--- config.mk ---
export PLATFORM = sky130hd
export DESIGN_NAME = instr_prefetch_queue_flat
export DESIGN_NICKNAME = d
export VERILOG_FILES = /design/src/rtl/instr_prefetch_queue_if.sv /design/src/rtl/instr_prefetch_queue.sv /design/src/flat_wrapper.sv
export SDC_FILE = /design/constraint.sdc
export NUM_CORES = 1
export LEC_CHECK = 0
export CORE_MARGIN = 2
export CORE_UTILIZATION = 30
export DETAILED_ROUTE_END_ITERATION = 16
export SYNTH_ARGS = -nofsm -noshare
export SYNTH_HDL_FRONTEND = slang
export SYNTH_SLANG_ARGS = --single-unit
--- constraint.sdc ---
create_clock -name clk -period 4.7 [get_ports clk]
set_input_delay 0.94 -clock clk [delete_from_list [all_inputs] [get_ports clk]]
set_output_delay 0.94 -clock clk [all_outputs]
set_load 0.1 [all_outputs]
--- src/rtl/instr_prefetch_queue_if.sv ---
// Fetch-side bundle of the prefetch queue: memory port, IF/ID head port and redirect.
// master = queue side, slave = memory/pipeline side.
interface instr_prefetch_queue_if;
    logic        mem_req;
    logic [63:0] mem_addr;
    logic        mem_ack;
    logic [31:0] mem_rdata;
    logic        if_valid;
    logic [63:0] if_pc;
    logic [31:0] if_instr;
    logic        if_ready;
    logic        redirect;
    logic [63:0] redirect_pc;

    modport master (
        output mem_req, mem_addr,
        input  mem_ack, mem_rdata,
        output if_valid, if_pc, if_instr,
        input  if_ready,
        input  redirect, redirect_pc
    );

    modport slave (
        input  mem_req, mem_addr,
        output mem_ack, mem_rdata,
        input  if_valid, if_pc, if_instr,
        output if_ready,
        output redirect, redirect_pc
    );
endinterface

--- src/rtl/instr_prefetch_queue.sv ---
// Instruction prefetch queue: req/ack fetch port feeding a {pc,instr} FIFO.
// Optional IFQ_PERF_CNT_EN adds fetch/flush performance counters.
module instr_prefetch_queue #(
    parameter int unsigned DEPTH    = 4,
    parameter logic [63:0] RESET_PC = 64'd0
) (
    input logic                    clk,
    input logic                    reset,
    instr_prefetch_queue_if.master bus
`ifdef IFQ_PERF_CNT_EN
    ,
    output logic [31:0]            perf_fetch_cnt,
    output logic [31:0]            perf_flush_cnt
`endif
);
    localparam int unsigned AW = $clog2(DEPTH);
    localparam logic [AW:0] FULL = (AW+1)'(DEPTH);

    typedef enum logic [1:0] {
        IDLE,
        WAIT,
        DISCARD
    } state_e;

    state_e        state_q, state_d;
    logic [63:0]   fetch_pc_q, fetch_pc_d;
    logic [63:0]   req_addr_q, req_addr_d;
    logic [AW-1:0] rd_ptr_q, rd_ptr_d;
    logic [AW-1:0] wr_ptr_q, wr_ptr_d;
    logic [AW:0]   count_q, count_d;
    logic [63:0]   pc_mem_q    [DEPTH];
    logic [31:0]   instr_mem_q [DEPTH];
    logic          push;
    logic          pop;
    logic          has_room;

    assign pop      = (count_q != '0) & bus.if_ready & ~bus.redirect;
    assign has_room = (count_q != FULL) | pop;

    always_comb begin
        state_d    = state_q;
        fetch_pc_d = fetch_pc_q;
        req_addr_d = req_addr_q;
        push       = 1'b0;
        unique case (state_q)
            IDLE: begin
                if (!bus.redirect && has_room) begin
                    req_addr_d = fetch_pc_q;
                    state_d    = WAIT;
                end
            end
            WAIT: begin
                if (bus.mem_ack) begin
                    state_d = IDLE;
                    if (!bus.redirect) begin
                        push       = 1'b1;
                        fetch_pc_d = fetch_pc_q + 64'd4;
                    end
                end else if (bus.redirect) begin
                    state_d = DISCARD;
                end
            end
            DISCARD: begin
                if (bus.mem_ack) state_d = IDLE;
            end
            default: state_d = IDLE;
        endcase
        if (bus.redirect) fetch_pc_d = bus.redirect_pc;
    end

    // redirect wins over any push/pop in the same cycle
    always_comb begin
        rd_ptr_d = rd_ptr_q;
        wr_ptr_d = wr_ptr_q;
        count_d  = count_q;
        if (bus.redirect) begin
            rd_ptr_d = '0;
            wr_ptr_d = '0;
            count_d  = '0;
        end else begin
            if (push) wr_ptr_d = wr_ptr_q + AW'(1);
            if (pop)  rd_ptr_d = rd_ptr_q + AW'(1);
            unique case ({push, pop})
                2'b10:   count_d = count_q + (AW+1)'(1);
                2'b01:   count_d = count_q - (AW+1)'(1);
                default: count_d = count_q;
            endcase
        end
    end

    always_ff @(posedge clk) begin
        if (reset) begin
            state_q    <= IDLE;
            fetch_pc_q <= RESET_PC;
            req_addr_q <= RESET_PC;
            rd_ptr_q   <= '0;
            wr_ptr_q   <= '0;
            count_q    <= '0;
        end else begin
            state_q    <= state_d;
            fetch_pc_q <= fetch_pc_d;
            req_addr_q <= req_addr_d;
            rd_ptr_q   <= rd_ptr_d;
            wr_ptr_q   <= wr_ptr_d;
            count_q    <= count_d;
        end
    end

    always_ff @(posedge clk) begin
        if (push) begin
            pc_mem_q[wr_ptr_q]    <= req_addr_q;
            instr_mem_q[wr_ptr_q] <= bus.mem_rdata;
        end
    end

    assign bus.mem_req  = (state_q == WAIT) | (state_q == DISCARD);
    assign bus.mem_addr = req_addr_q;
    assign bus.if_valid = (count_q != '0) & ~bus.redirect;
    assign bus.if_pc    = pc_mem_q[rd_ptr_q];
    assign bus.if_instr = instr_mem_q[rd_ptr_q];

`ifdef IFQ_PERF_CNT_EN
    logic [31:0] fetch_cnt_q;
    logic [31:0] flush_cnt_q;
    logic [31:0] flush_inc;

    // in-flight data is counted once, when the WAIT request gets orphaned
    assign flush_inc = 32'(count_q) + {31'd0, state_q == WAIT};

    always_ff @(posedge clk) begin
        if (reset) begin
            fetch_cnt_q <= '0;
            flush_cnt_q <= '0;
        end else begin
            if (push)         fetch_cnt_q <= fetch_cnt_q + 32'd1;
            if (bus.redirect) flush_cnt_q <= flush_cnt_q + flush_inc;
        end
    end

    assign perf_fetch_cnt = fetch_cnt_q;
    assign perf_flush_cnt = flush_cnt_q;
`endif
endmodule

--- src/flat_wrapper.sv ---
// flat-port wrapper written by rule: the top's interface ports become plain ports
module instr_prefetch_queue_flat 
#(
    parameter int unsigned DEPTH    = 4,
    parameter logic [63:0] RESET_PC = 64'd0
)
  (clk, reset, bus_mem_req, bus_mem_addr, bus_mem_ack, bus_mem_rdata, bus_if_valid, bus_if_pc, bus_if_instr, bus_if_ready, bus_redirect, bus_redirect_pc);
  instr_prefetch_queue_if bus_i ();
  input logic clk;
  input logic reset;
  output wire logic [$bits(bus_i.mem_req)-1:0] bus_mem_req;
  output wire logic [$bits(bus_i.mem_addr)-1:0] bus_mem_addr;
  input wire logic [$bits(bus_i.mem_ack)-1:0] bus_mem_ack;
  input wire logic [$bits(bus_i.mem_rdata)-1:0] bus_mem_rdata;
  output wire logic [$bits(bus_i.if_valid)-1:0] bus_if_valid;
  output wire logic [$bits(bus_i.if_pc)-1:0] bus_if_pc;
  output wire logic [$bits(bus_i.if_instr)-1:0] bus_if_instr;
  input wire logic [$bits(bus_i.if_ready)-1:0] bus_if_ready;
  input wire logic [$bits(bus_i.redirect)-1:0] bus_redirect;
  input wire logic [$bits(bus_i.redirect_pc)-1:0] bus_redirect_pc;
  assign bus_mem_req = bus_i.mem_req;
  assign bus_mem_addr = bus_i.mem_addr;
  assign bus_i.mem_ack = bus_mem_ack;
  assign bus_i.mem_rdata = bus_mem_rdata;
  assign bus_if_valid = bus_i.if_valid;
  assign bus_if_pc = bus_i.if_pc;
  assign bus_if_instr = bus_i.if_instr;
  assign bus_i.if_ready = bus_if_ready;
  assign bus_i.redirect = bus_redirect;
  assign bus_i.redirect_pc = bus_redirect_pc;
  instr_prefetch_queue #(.DEPTH(DEPTH), .RESET_PC(RESET_PC)) u_core (.clk(clk), .reset(reset), .bus(bus_i));
endmodule
; Yosys cells after proc, flatten, opt, wreduce, memory -nomap -nowiden
; Memories as Yosys holds them, arrays and structs flattened. A register that Yosys moved wholly into a read port is not among the register bits.
; Index checks and enable logic that the tools add are counted.
[totals]
mem_count = 2
latch_bits = 0
ff_bits = 137
wordCells = 56
input_bits = 101
out_inout_bits = 162
romBits = 0
ram_bits = 384
[mem_list]
columns = name, depth, word_bits, rd, rd_ports_with_merged_regs, write_ports, line
row1 = u_core.pc_mem_q, 4, 64, 1, 1, 1, instr_prefetch_queue.sv:31  ; logic [63:0] pc_mem_q [DEPTH];
row2 = u_core.instr_mem_q, 4, 32, 1, 1, 1, instr_prefetch_queue.sv:32  ; logic [31:0] instr_mem_q [DEPTH];
[classes]
mux = 18
n_lt_le_gt_ge = 0
mul = 0
n_eq_ne = 8
reduce_logical = 11
add_sub_neg = 5
bitwise = 6
shift = 0
div = 0
[op_table]
columns = operator, count
row1 = two-way mux 64 bit, 3
row2 = "adder 64 x 3 -> 64 bit, second input constant", 1
row3 = two-way mux 2 bit, 8
row4 = "!= test 3 bit, second input constant", 2
row5 = one-hot mux 2 bit (3 select lines), 1
row6 = one-hot mux 3 bit (2 select lines), 1
row7 = nonzero test 2 bit, 3
row8 = two-way mux 1 bit, 5
row9 = "adder 2 x 1 -> 2 bit, second input constant", 2
row10 = "== test 2 x 1 -> 1 bit, second input constant", 2
row11 = "== test 2 bit, second input constant", 2
row12 = AND reduction 2 bit, 2
row13 = "adder 3 x 1 -> 3 bit, second input constant", 1
row14 = AND 1 bit, 3
row15 = AND reduction 3 bit, 1
row16 = nonzero test 3 bit, 1
row17 = "subtractor 3 x 1 -> 3 bit, second input constant", 1
row18 = logical NOT 2 bit, 1
row19 = "!= test 2 x 1 -> 1 bit, second input constant", 1
row20 = "!= test 2 bit, second input constant", 1
row21 = OR 1 bit, 2
row22 = OR reduction 2 bit, 1
row23 = logical AND 1 bit, 1
row24 = logical NOT 1 bit, 1
row25 = NOT 1 bit, 1

; Depth between registers and ports, before layout
; Gate-level depths: netlist of the first run.
[logic_depth]
depth_word = 7
depth_mapped = 11
mapped_depth_nobuf = 10

; Worst setup path after synthesis of the first run
; No wires, ideal clock.
[synth_path]
path_type = input to register
start = in bus_redirect
end = mem u_core.instr_mem_q[0][0], enable pin
required_ps = 4234
n_path_buf = 1
t_arrival_ps = 3569
setup_time_ps = 466
cell_stages = 3
slack_ps = 665
path_cell_list = and3b_1 -> clkbuf_1 -> and2_1
[synth_via]
elab_chain_cells = 5
[synth_rtl]
columns = element, line
row1 = start: declaration, flat_wrapper.sv:19  ; input wire logic [$bits(bus_i.redirect)-1:0] bus_redirect;
row2 = two-way mux 1 bit, instr_prefetch_queue.sv:55  ; if (!bus.redirect) begin
row3 = two-way mux 1 bit, instr_prefetch_queue.sv:53  ; if (bus.mem_ack) begin
row4 = two-way mux 1 bit, instr_prefetch_queue.sv:45  ; unique case (state_q)
row5 = two-way mux 1 bit, instr_prefetch_queue.sv:110  ; if (push) begin
row6 = two-way mux 1 bit (implied by the code), instr_prefetch_queue.sv:112  ; instr_mem_q[wr_ptr_q] <= bus.mem_rdata;
row7 = end: declaration, instr_prefetch_queue.sv:32
; No other way between the ends.

==> results.toml, run 1 <==
[layout]
syn_to_final_growth_pct = 26.2
layout.nets = 1739
fillers = 6246
drive_above_1_share_pct = 16.9
fin_util_pct = 38.4

[die]
core_mm2 = 0.0675
rows = 95
die_width_um = 266
initial_core_util_pct = 30.4
ios = 263
dieArea_mm2 = 0.0706
fp.dieH_um = 266

[setup_path]
cp-start-kind = "flip-flop"
path_class = "flip-flop to output port"
arrival_ns = 3.15
worstSetupEndpointType = "output port"
crit_fanout = 38
r2r_cells = 6
cp_data_required_time_ns = 3.76

[route]
avgRoutedWirePerCell_um = 21.4
drcViolationCount = 0
wl_met1_mm = 24.2
dr_wl_met2_mm = 25.6
antenna_left = 0
wl_mm = 54.5
dr.max_layer_used = "met5"
routed_via_density = 5.03
vias = 12831
first_pass_iters = 5
initialDrtViolationCount = 1185
wl_met3_mm = 3.53

[clock_tree]
postCtsSetupBuffers = 0
cts-root-buf = "clkbuf_16"
cts.sinks = 523
cts_resized = 0
cts_max_level = 2
clk_pin_slew_worst_paths_ns = 0.07
numCtsBuffers = 56
clockBufferDepth = 3
insertion_delay_ns = 0.60
cts_tree = "built"
cts_hold_buffers = 0

[synthesis]
ys.flop_type = "edfxtp_1"
seq_area_frac_synth_pct = 69.7
synth.distinct_cells = 55
synth-seq-cells = 523
synth_fp_nets = 1482
ys_warn_count = 0
syn_area_per_cell_um2 = 15.0
synth_area_mm2 = 0.0205
synth_edf_count = 384
async_flop_share_pct = 0
synth_cells = 1371

[global_routing]
grt_max_degree = 68
grt_pass1_vias = 12875
grt_first_pass_wirelength_mm = 80.7
overflow = 0
grt_usage_pct = 15.2
grt_antenna_before_repair = 12

[hold_path]
hp-class = "flip-flop to flip-flop"
worstHoldPathCells = 2

[sta]
fin_crit_sh_pct = 87.0
setup_ws_ns = 0.613
fin_skew_ns = 0.0162
slew_headroom_pct = 14.8
setup_viol = 0
slew_violations = 0
final.min_clock_period_ns = 4.09
worstMarginPinSlew_ns = 1.27
max_freq_mhz = 245
rsz0062_at_grt = "no"
hold_viol_final = 0
fin_tns_setup_ns = 0

[placed_design]
dp_hpwl_mm = 36.6
routabilityCongestion = 0.816
place_ws_ns = 1.18
io_buffers = 262

[status]
outcome = "finished, final reports clean"

[pwr]
peakVddDrop_uv = 306
p_leak_nw = 8.16
p_per_area_mw_per_mm2 = 402
total_power_w = 0.0104

[job]
maxCapViolCount = 0
[where the power goes]
group	total (W)	internal, W	switching, W
Clock	0.00443	0.00258	0.00185
Sequential	0.00515	0.00503	0.000113
Combinational	0.000839	0.000247	0.000592
Total	0.0104	0.00786	0.00256
[cells in the mapped netlist, drive strengths merged (3+ instances only)]
library cell | n | share of area (%)
or2 | 3 | 0.091
a2111oi | 3 | 0.13
nand4b | 3 | 0.13
edfxtp | 384 | 56
xor2 | 23 | 0.98
nor4 | 12 | 0.51
nor4b | 5 | 0.21
xnor2 | 13 | 0.55
and2 | 5 | 0.15
inv | 17 | 0.31
nand2 | 179 | 3.3
o31ai | 6 | 0.22
nand3 | 42 | 1.1
o21ai | 12 | 0.29
o211ai | 10 | 0.37
a211oi | 23 | 0.84
mux2i | 8 | 0.39
nand4 | 34 | 1.1
or3 | 9 | 0.27
dfxtp | 139 | 14
and4 | 4 | 0.17
a31oi | 3 | 0.091
a21oi | 85 | 2.1
nor2 | 77 | 1.4
clkbuf | 58 | 1.1
ha | 9 | 0.55
mux4 | 96 | 11
nor3b | 5 | 0.18
buf | 25 | 0.52
or4b | 3 | 0.15
nor3 | 16 | 0.39
and3 | 13 | 0.40
or4 | 14 | 0.51
a311oi | 15 | 0.64
[metrics by stage]
| step | instance area (µm²) | std cells | hold WS [ns] |
|---|---|---|---|
| final | 25900 | 2552 | 0.489 |
| after global routing | 25900 | 2551 | 0.498 |
| after CTS | 25900 | 2549 | 0.492 |
| after detailed placement | 24000 | 2443 | 0.483 |
| after global placement | 24000 | 2443 | 0.471 |
| after floorplan | 20500 | 1371 | 0.431 |
[worst paths after layout]
path / start / to / slack [ns]
worst max-delay path: flip-flop / bus_if_pc[28] / 0.61
worst min-delay path: u_core.fetch_pc_q[12] / u_core.bus.mem_addr[12] / 0.49
worst max register to register: u_core.fetch_pc_q[2] / u_core.fetch_pc_q[46] / 1.53
worst min register to register: u_core.fetch_pc_q[12] / u_core.bus.mem_addr[12] / 0.49
[layer usage]
| metal | vias to the layer above | GRT usage [%] |
|---|---|---|
| met5 | - | 0 |
| met4 | 18 | 3.93 |
| met3 | 90 | 3.80 |
| met2 | 387 | 24.2 |
| met1 | 6503 | 20.6 |
| li1 | 5833 | - |
[cell usage in the layout, fill, tap and decap left out, types with 7 or more instances in the layout]
cell type	count
nor4_1	9
or4_1	14
clkinv_2	7
a311oi_1	15
nand2_1	178
edfxtp_1	384
clkinv_1	9
o211ai_1	10
o21ai_0	12
dfxtp_1	137
and3_1	13
xnor2_1	13
mux2i_1	8
nor2_1	77
mux4_2	96
a211oi_1	23
xor2_1	23
buf_4	68
nand4_1	32
clkinvlp_4	10
inv_1	16
ha_1	9
a21oi_1	85
clkdlybuf4s50_1	208
nand3_1	40
clkbuf_16	60
or3_1	9
nor3_1	15
[sequential cells by signal (all words and copies together) (netlist names), named ones only]
signal               cells
u_core.fetch_pc_q       64
u_core.rd_ptr_q          2
u_core.pc_mem_q        256
u_core.count_q           3
u_core.bus.mem_addr     64
u_core.state_q           2
u_core.wr_ptr_q          2
u_core.instr_mem_q     128
[cell type report]
class / instances / area (µm²) / area share [%]
sequential: 523 / 14300 / 55.2
multi-input combinational: 748 / 5860 / 22.6
timing repair buffer: 282 / 2700 / 10.4
clock buffer: 67 / 1550 / 5.97
tap: 873 / 1090 / 4.21
clock inverter: 39 / 334 / 1.29
inverter: 17 / 63.8 / 0.246
antenna: 3 / 7.51 / 0.0290
[logic make-up (layout without fill, tap and decap cells)]
| kind of cell | after synthesis | count (layout) | synth area share (%) |
|---|---|---|---|
| flip-flops | 523 | 523 | 69.7 |
| AND/OR/NAND/NOR | 430 | 430 | 10.2 |
| AO/OA/AOI/OAI | 168 | 168 | 5.11 |
| multiplexers | 104 | 104 | 10.9 |
| buffers and inverters | 100 | 405 | 1.89 |
| XOR/XNOR | 36 | 36 | 1.53 |
| adder cells (fa/ha/maj) | 10 | 10 | 0.646 |
| other | 0 | 3 | 0 |
[critical path: stages (launching register included)]
cell	delay, ns
dfxtp_4	0.57
buf_12	0.33
mux4_2	0.57
clkdlybuf4s50_1	0.98
No activity file was read; power rests on OpenSTA's default activity.
==> inputs of run 2 (changes only) <==
--- a/config.mk
+++ b/config.mk
@@ -5,6 +5,7 @@
 export SDC_FILE = /design/constraint.sdc
 export NUM_CORES = 1
 export LEC_CHECK = 0
+export CAP_MARGIN = 10
 export CORE_MARGIN = 2
 export CORE_UTILIZATION = 30
 export DETAILED_ROUTE_END_ITERATION = 16
==> results of run 2 <==
No change in the layout: final DEF, timing and power equal those of run 1.
==> inputs of run 3 (changes only) <==
--- a/config.mk
+++ b/config.mk
@@ -6,7 +6,7 @@
 export NUM_CORES = 1
 export LEC_CHECK = 0
 export CAP_MARGIN = 10
-export CORE_MARGIN = 2
+export CORE_MARGIN = 3
 export CORE_UTILIZATION = 30
 export DETAILED_ROUTE_END_ITERATION = 16
 export SYNTH_ARGS = -nofsm -noshare
==> constraint.sdc (replaced) <==
create_clock -name clk -period 4.4 [get_ports clk]
set_input_delay 0.88 -clock clk [delete_from_list [all_inputs] [get_ports clk]]
set_output_delay 0.88 -clock clk [all_outputs]
set_load 0.1 [all_outputs]
==> run 3 against run 2 <==
Register-to-register slack improved by 0.20 ns. Die area up 1.5%. Final cell count barely moved. Total power grew 9.1%. Flip-flop and latch count unchanged. Sequential share of layout area decreased by 0.096 points. First-iteration DRC count rose by 7.8%. Largest power group unchanged.
==> results.toml, run 3 (synthesized netlist as in run 1, its figures left out) <==
[layout]
largest_reg_flops = 256
largest-register = "u_core.pc_mem_q"
mostFrequentLayoutCells = "edfxtp_1, clkdlybuf4s50_1, nand2_1, dfxtp_1, mux4_2"
syn_to_final_growth_pct = 26.4
layout_commonest_cell = "edfxtp_1"
layout.nets = 1739
largestRegisters = "u_core.pc_mem_q (256), u_core.instr_mem_q (128)"
drive_above_1_share_pct = 18.4

[pwr]
intPower_w = 0.00866
peakVddDrop_uv = 270
p_comb_share_pct = 7.9
p_switching_w = 0.00270
p_leak_nw = 8.24
swShare_pct = 23.8
seq_power_share_pct = 48.4
p_per_area_mw_per_mm2 = 437
clockPowerShare_pct = 43.7
total_power_w = 0.0114

[die]
ios = 263
die_width_um = 268
rows = 95
dieArea_mm2 = 0.0716
fp.dieH_um = 268
core_mm2 = 0.0675
initial_core_util_pct = 30.4

[clock_tree]
insertion_delay_ns = 0.60
cts_tree = "built"
cts.sinks = 523
cts_resized = 0
clockBufferDepth = 3
cts_max_level = 2
cts_hold_buffers = 0
postCtsSetupBuffers = 0
cts-root-buf = "clkbuf_16"
numCtsBuffers = 55
clk_pin_slew_worst_paths_ns = 0.06

[setup_path]
crit_fanout = 43
cp_data_required_time_ns = 3.52
arrival_ns = 2.91
r2r_slack_ns = 1.73
reg2reg_from = "u_core.fetch_pc_q[32]"
r2r_end = "u_core.fetch_pc_q[51]"
cp-start-kind = "flip-flop"
r2r_cells = 5
path_class = "flip-flop to output port"
worstSetupEndpointType = "output port"

[placed_design]
dp_hpwl_mm = 37.7
routabilityCongestion = 0.847
io_buffers = 262

[hold_path]
hp-class = "flip-flop to flip-flop"
min_to = "u_core.bus.mem_addr[1]"
hp-start = "u_core.fetch_pc_q[1]"
worstHoldPathCells = 2

[global_routing]
grt_antenna_before_repair = 7
grt_max_degree = 82
grt_first_pass_wirelength_mm = 82.4
overflow = 0
grt_pass1_vias = 12962
grt_usage_pct = 15.3

[sta]
fin_tns_setup_ns = 0
fin_skew_ns = 0.0158
max_freq_mhz = 264
setup_viol = 0
fin_crit_sh_pct = 86.2
final.min_clock_period_ns = 3.79
slew_violations = 0
hold_viol_final = 0
rsz0062_at_grt = "no"
slew_headroom_pct = 27.2
worstMarginPinSlew_ns = 1.09

[route]
first_pass_iters = 5
antenna_left = 0
wl_mm = 55.8
drcViolationCount = 0
vias = 12854
initialDrtViolationCount = 1277
avgRoutedWirePerCell_um = 21.9
routed_via_density = 5.04

[status]
outcome = "finished, final reports clean"

[job]
maxCapViolCount = 0
## run 3: cell count changes in the layout (fill, tap and decap cells not counted), sizes merged
cell           change
bufinv             +7
buf               +28
clkinv             +1
diode              +1
clkbuf             -3
clkinvlp           -6
inv                -2
clkdlybuf4s50     -27
## run 3: cell type report
type / instances / area (µm²)
repair buffers: 283 / 2680
clock inverters: 39 / 484
inverters: 17 / 63.8
flip-flops and latches: 523 / 14300
fillers: 6270 / 41500
clock buffers: 64 / 1460
multi-input cells: 748 / 5860
diodes: 4 / 10.0
well taps: 873 / 1090
## run 3: metrics by stage
| stage | area, µm² | std cells | utilization, % | hold slack [ns] | worst slack (ns) |
|---|---|---|---|---|---|
| 6_report | 26000 | 2551 | 38.5 | 0.457 | 0.607 |
| 5_1_grt | 26000 | 2550 | 38.5 | 0.474 | 0.323 |
| 4_1_cts | 26000 | 2547 | 38.5 | 0.459 | 0.447 |
| 3_5_place_dp | 24000 | 2444 | 35.6 | 0.451 | 1.08 |
| 3_3_place_gp | 24000 | 2444 | 35.6 | 0.441 | 1.12 |
| 2_1_floorplan | 20500 | 1371 | - | 0.431 | 0.425 |
## run 3: worst max path at each step
stage,from,endpoint,cells past startpoint
finish,flip-flop,bus_if_pc[4],3
global route,flip-flop,bus_if_pc[19],3
CTS,flip-flop,bus_if_pc[4],3
detailed placement,bus_mem_ack,u_core.fetch_pc_q[51],6
global placement,flip-flop,bus_if_instr[29],3
floorplan,bus_redirect,u_core.instr_mem_q[0][0],3
## run 3: critical path: stages, from the launching register on
cell and delay [ns]:
dfxtp_4 0.61, buf_4 0.75, mux4_2 0.62, buf_4 0.25
## run 3: power by group through the flow
stage	sequential [W]	combinational, W	clock (W)
after floorplan	0.00574	0.000442	0
after global placement	0.00560	0.000896	0
after detailed placement	0.00560	0.000904	0
after CTS	0.00550	0.000907	0.00510
after global routing	0.00551	0.000945	0.00529
final	0.00550	0.000898	0.00497
## run 3: routing by layer
layer,GRT usage [%],vias to the layer above,part of all wire (%)
met1,20.8,6519,44
met4,4.72,6,2.6
met5,0,-,0.059
met2,24.4,416,47
met3,3.35,90,6.4
li1,-,5823,-
